File: src/rtl/fifo_pkg.sv
// Shared definitions for the fifo block and its read-side stages:
// default word/beat widths, the unpacker state encoding and a clog2 helper.
package fifo_pkg;

    localparam int FIFO_D_SIZE = 32;
    localparam int FIFO_O_SIZE = 8;

    typedef enum logic [1:0] {
        IDLE  = 2'd0,
        FETCH = 2'd1,
        SEND  = 2'd2
    } unpack_state_t;

    // Smallest r such that 2**r >= value (0 for value <= 1).
    function automatic int clog2(input int value);
        int result;
        result = 0;
        while ((1 << result) < value) begin
            result = result + 1;
        end
        return result;
    endfunction

endpackage

File: src/rtl/fifo_unpack.sv
// Read-side unpacker for the fifo block. Pulls one D_SIZE word at a time
// from the FIFO and re-emits it as N_BEATS narrow beats on a valid/ready
// stream, least significant slice first. The next word is requested in the
// same cycle as the final beat's handshake, so a busy stream loses only one
// cycle (the FETCH bubble) per word.
module fifo_unpack
    import fifo_pkg::*;
#(
    parameter int D_SIZE = FIFO_D_SIZE,
    parameter int O_SIZE = FIFO_O_SIZE
) (
    input  logic              clk,
    input  logic              rst_n,
    input  logic              f_empty,
    output logic              rd_en,
    input  logic [D_SIZE-1:0] d_in,
    output logic [O_SIZE-1:0] o_data,
    output logic              o_valid,
    input  logic              o_ready,
    output logic              o_last,
    output logic              busy
);

    localparam int N_BEATS = D_SIZE / O_SIZE;
    localparam int B_W     = (clog2(N_BEATS) > 1) ? clog2(N_BEATS) : 1;

    localparam logic [B_W-1:0] LAST_BEAT = B_W'(N_BEATS - 1);
    localparam logic [B_W-1:0] PRE_LAST  = B_W'(N_BEATS - 2);

    unpack_state_t     state;
    logic [D_SIZE-1:0] shreg;
    logic [B_W-1:0]    beat;

    logic accept;
    logic last_accept;

    assign accept      = (state == SEND) && o_valid && o_ready;
    assign last_accept = accept && (beat == LAST_BEAT);

    assign o_data = shreg[O_SIZE-1:0];
    assign busy   = (state != IDLE);

    // FIFO read request: only from IDLE or on the final beat's handshake,
    // never while the FIFO is empty, and forced low while reset is held so
    // the request drops without waiting for a clock edge.
    always_comb begin
        rd_en = 1'b0;
        if (rst_n) begin
            case (state)
                IDLE:    rd_en = !f_empty;
                SEND:    rd_en = last_accept && !f_empty;
                default: rd_en = 1'b0;
            endcase
        end
    end

    // Sequencer: fetch a word, walk its slices out, then either prefetch the
    // next word or fall back to IDLE when the FIFO has run dry.
    always_ff @(posedge clk or negedge rst_n) begin
        if (!rst_n) begin
            state   <= IDLE;
            shreg   <= '0;
            beat    <= '0;
            o_valid <= 1'b0;
            o_last  <= 1'b0;
        end else begin
            case (state)
                IDLE: begin
                    if (!f_empty) begin
                        state <= FETCH;
                    end
                end

                FETCH: begin
                    shreg   <= d_in;
                    beat    <= '0;
                    o_valid <= 1'b1;
                    o_last  <= (LAST_BEAT == '0);
                    state   <= SEND;
                end

                SEND: begin
                    if (accept) begin
                        if (beat == LAST_BEAT) begin
                            o_valid <= 1'b0;
                            o_last  <= 1'b0;
                            state   <= f_empty ? IDLE : FETCH;
                        end else begin
                            shreg  <= shreg >> O_SIZE;
                            beat   <= beat + B_W'(1);
                            o_last <= (beat == PRE_LAST);
                        end
                    end
                end

                default: begin
                    state   <= IDLE;
                    o_valid <= 1'b0;
                    o_last  <= 1'b0;
                end
            endcase
        end
    end

endmodule

File: config.mk
export PLATFORM = sky130hd
export DESIGN_NAME = fifo_unpack
export DESIGN_NICKNAME = d
export VERILOG_FILES = /design/src/rtl/fifo_pkg.sv /design/src/rtl/fifo_unpack.sv
export SDC_FILE = /design/constraint.sdc
export NUM_CORES = 1
export LEC_CHECK = 0
export BUFFER_PORTS_ARGS = -buffer_cell sky130_fd_sc_hd__buf_2
export CAP_MARGIN = 40
export CORE_UTILIZATION = 31
export CTS_CLUSTER_SIZE = 16
export DETAILED_ROUTE_END_ITERATION = 8
export GPL_ROUTABILITY_DRIVEN = 0
export PLACE_DENSITY = 0.54
export SYNTH_ARGS = -nofsm -noshare
export SYNTH_HDL_FRONTEND = slang
export SYNTH_SLANG_ARGS = --single-unit
export TNS_END_PERCENT = 1
File: constraint.sdc
create_clock -name clk -period 1.7 [get_ports clk]
set_clock_uncertainty 0.05 [all_clocks]
set_input_delay 0.425 -clock clk [delete_from_list [all_inputs] [get_ports clk]]
set_output_delay 0.425 -clock clk [all_outputs]
set_load 0.05 [all_outputs]
==> impl_metrics.env <==
export IMPL_status="finished with violations"
export IMPL_violations="negative setup slack"
export IMPL_tritoncts="yes"
export IMPL_vias=1372
export IMPL_die_y_um=77.79
export IMPL_cts_sinks=38
export IMPL_grt_pass1_wl_mm=6.693
export IMPL_cap_violations=0
export IMPL_yosys_warnings=0
export IMPL_power_internal_w=0.002600
export IMPL_synth_cell_type_count=26
export IMPL_crit_fanout=3
export IMPL_syn_area_sq_um=1780
export IMPL_pre_cts_slack_ps=23.04
export IMPL_core_sq_um=5507
export IMPL_clock_path_buffers=2
export IMPL_nNetsFinal=249
export IMPL_clk_latency_ps=290
export IMPL_reg2reg_slack_ps=-100
export IMPL_r2r_cells=6
export IMPL_grt_pass1_vias=1377
export IMPL_crit_type="flop to primary output"
export IMPL_critPathLaunchType="flop"
export IMPL_regToRegStartpoint="beat[1]"
export IMPL_cts_root_buf="clkbuf_8"
export IMPL_reg2reg_to="shreg[5]"
export IMPL_drv_slew=0
export IMPL_drcViolationCount=0
export IMPL_relSlewSlack_pct=66.60
export IMPL_fin_cells=284
export IMPL_numCtsBuffers=5
export IMPL_die_area_sq_um=6051
export IMPL_synth_area_leaders="dfrtp_1 53%, o221a_1 8.2%, nand2b_1 6.7%"
export IMPL_viasPerCell=4.831
export IMPL_routed_wl_mm=4.055
export IMPL_area_growth_syn_to_layout_pct=29.80
export IMPL_path_clk_slew_ps=80
export IMPL_placed_cells=272
export IMPL_min_period_ps=1814
export IMPL_hold_ws_ps=202.0
export IMPL_worstMarginPinSlew_ps=501.0
export IMPL_post_drt_wl_per_cell_um=14.28
export IMPL_yosys_area_top_type="dfrtp_1"
export IMPL_setup_tns_ps=-1595
export IMPL_layout_setup_ws_ps=-113.9
export IMPL_dr_first_iter_drc_count=92
export IMPL_p_clk_share_pct=17.9
export IMPL_portBuffers=47
export IMPL_layout_drive_gt1_share_pct=42.45
export IMPL_antenna_left=0
export IMPL_die_w_um=77.79
export IMPL_setup_viol=20
export IMPL_fmax_ghz=0.5513
export IMPL_ctsHoldBuffers=0
export IMPL_ctsHtreeMaxLevel=2
export IMPL_power_w=0.004292
export IMPL_required_ps=1220
export IMPL_ys_seq_area_share_pct=53.41
export IMPL_firstDrtPassIters=4
export IMPL_netSwitchingFraction_pct=39.42
export IMPL_power_frac_comb_pct=45.2
export IMPL_synth_seq_cells=38
export IMPL_syn_avg_cell_area_sq_um=11.13
export IMPL_rows=27
export IMPL_ioPinCount=48
export IMPL_postSynthCellCount=160
export IMPL_grt_total_usage_pct=14.36
export IMPL_diodes=0
export IMPL_p_sw_w=0.001692
export IMPL_synth_top_area_share_pct=53.41
export IMPL_antenna_found_initial=0
export IMPL_p_seq_share_pct=36.9
export IMPL_vdd_drop_max_v=0.0007662
export IMPL_nFillCells=547
export IMPL_hold_class="input pin to asynchronous set/reset pin"
export IMPL_report_final_hold_viol_count=0
export IMPL_gr_total_overflow=0
export IMPL_p_leak_nw=0.9936
export IMPL_initial_utilization_pct=32.33
export IMPL_rsz0062_at_grt="yes"
export IMPL_worstPathArrival_ps=1340
export IMPL_crit_path_end_kind="primary output"
export IMPL_place_hpwl_mm=2.677
export IMPL_syn_nets=198
export IMPL_p_per_area_nw_per_um2=1857
export IMPL_grt_max_degree=39
export IMPL_finalCritPeriodShare_pct=106.7
-- cells by family after synthesis --
group | after synthesis | synth area share (%)
fa+ha+maj | 2 | 1.405
compound gates | 45 | 21.43
buf+inv | 20 | 7.941
simple gates | 54 | 15.25
flops | 38 | 53.41
mux | 1 | 0.5622
-- cells in the mapped netlist (all sizes together) --
cell / number
o211ai: 2
o221a: 19
nor2b: 1
a21oi: 6
nand2b: 19
ha: 2
inv: 1
mux2i: 1
or2: 3
buf: 17
a21o: 1
dfrtp: 38
nor2: 9
nand3: 2
and2: 1
nand2: 17
o21ai: 12
o32ai: 5
and3: 1
clkbuf: 2
or2b: 1
-- worst max-delay path by stage --
stage | from | endpoint | slack, ps | depth (start not counted)
2_1_floorplan | beat[0] | shreg[10] | -80 | 7
3_3_place_gp | beat[1] | shreg[1] | 60 | 5
3_5_place_dp | beat[1] | shreg[0] | 20 | 5
4_1_cts | beat[0] | rd_en | -110 | 5
5_1_grt | beat[1] | rd_en | -200 | 5
6_report | beat[1] | rd_en | -110 | 5
-- stage by stage --
step	util, %	instance area (sq um)
after floorplan	-	1784
after global placement	38.17	2102
after detailed placement	38.17	2102
after global routing	41.97	2311
after CTS	41.20	2268
final	41.97	2311
-- per-layer routing --
metal,GRT usage (%),wire [um],vias up,part of all wire (%)
met4,5.094,49,0,1.2
met1,20.18,1962,657,48
met5,0,0,-,0
met2,20.97,1824,39,45
li1,-,-,668,-
met3,4.000,218,8,5.4
-- critical path: stages (launching register included) --
cell and delay (ps):
dfrtp_1 370, ha_2 200, nand3_2 70, nand2_2 90
and3_4 180, buf_8 140
-- power groups by stage --
stage | registers, W | clock network, W | logic, W
after floorplan | 0.00157 | 0 | 0.00142
after global placement | 0.00158 | 0 | 0.00180
after detailed placement | 0.00159 | 0 | 0.00181
after global routing | 0.00163 | 0.000828 | 0.00211
final | 0.00159 | 0.000768 | 0.00194
after CTS | 0.00157 | 0.000794 | 0.00189
-- layout make-up --
type | count | area, sq um | share of cell area (%)
flip-flops and latches | 38 | 952.2 | 41.20
clock inverters | 3 | 45.04 | 1.949
clock buffers | 5 | 68.82 | 2.978
multi-input cells | 102 | 742.0 | 32.11
inverters | 1 | 3.754 | 0.1624
repair buffers | 63 | 409.1 | 17.70
well taps | 72 | 90.09 | 3.898
-- sequential cells by signal (all words and copies together), names as in the netlist --
| name | flops |
|---|---|
| beat | 2 |
| o_last | 1 |
| o_valid | 1 |
| shreg | 32 |
| state | 2 |
-- timing repair --
action,in CTS,in global routing
gates resized for setup,10,5
setup endpoints to repair,2,33
endpoints found under the hold margin,0,0
pin swaps,2,0
setup buffers,2,2
-- cells in the final DEF (no fill, tap or decap), drive strengths merged, types with 2 or more instances in the layout --
cell      count
a21oi         6
buf          63
clkbuf        5
clkinvlp      2
dfrtp        38
ha            2
nand2        17
nand2b       19
nand3         2
nor2          9
o211ai        2
o21ai        12
o221a        19
o32ai         5
or2           3
(Power assumes the default switching activity.)
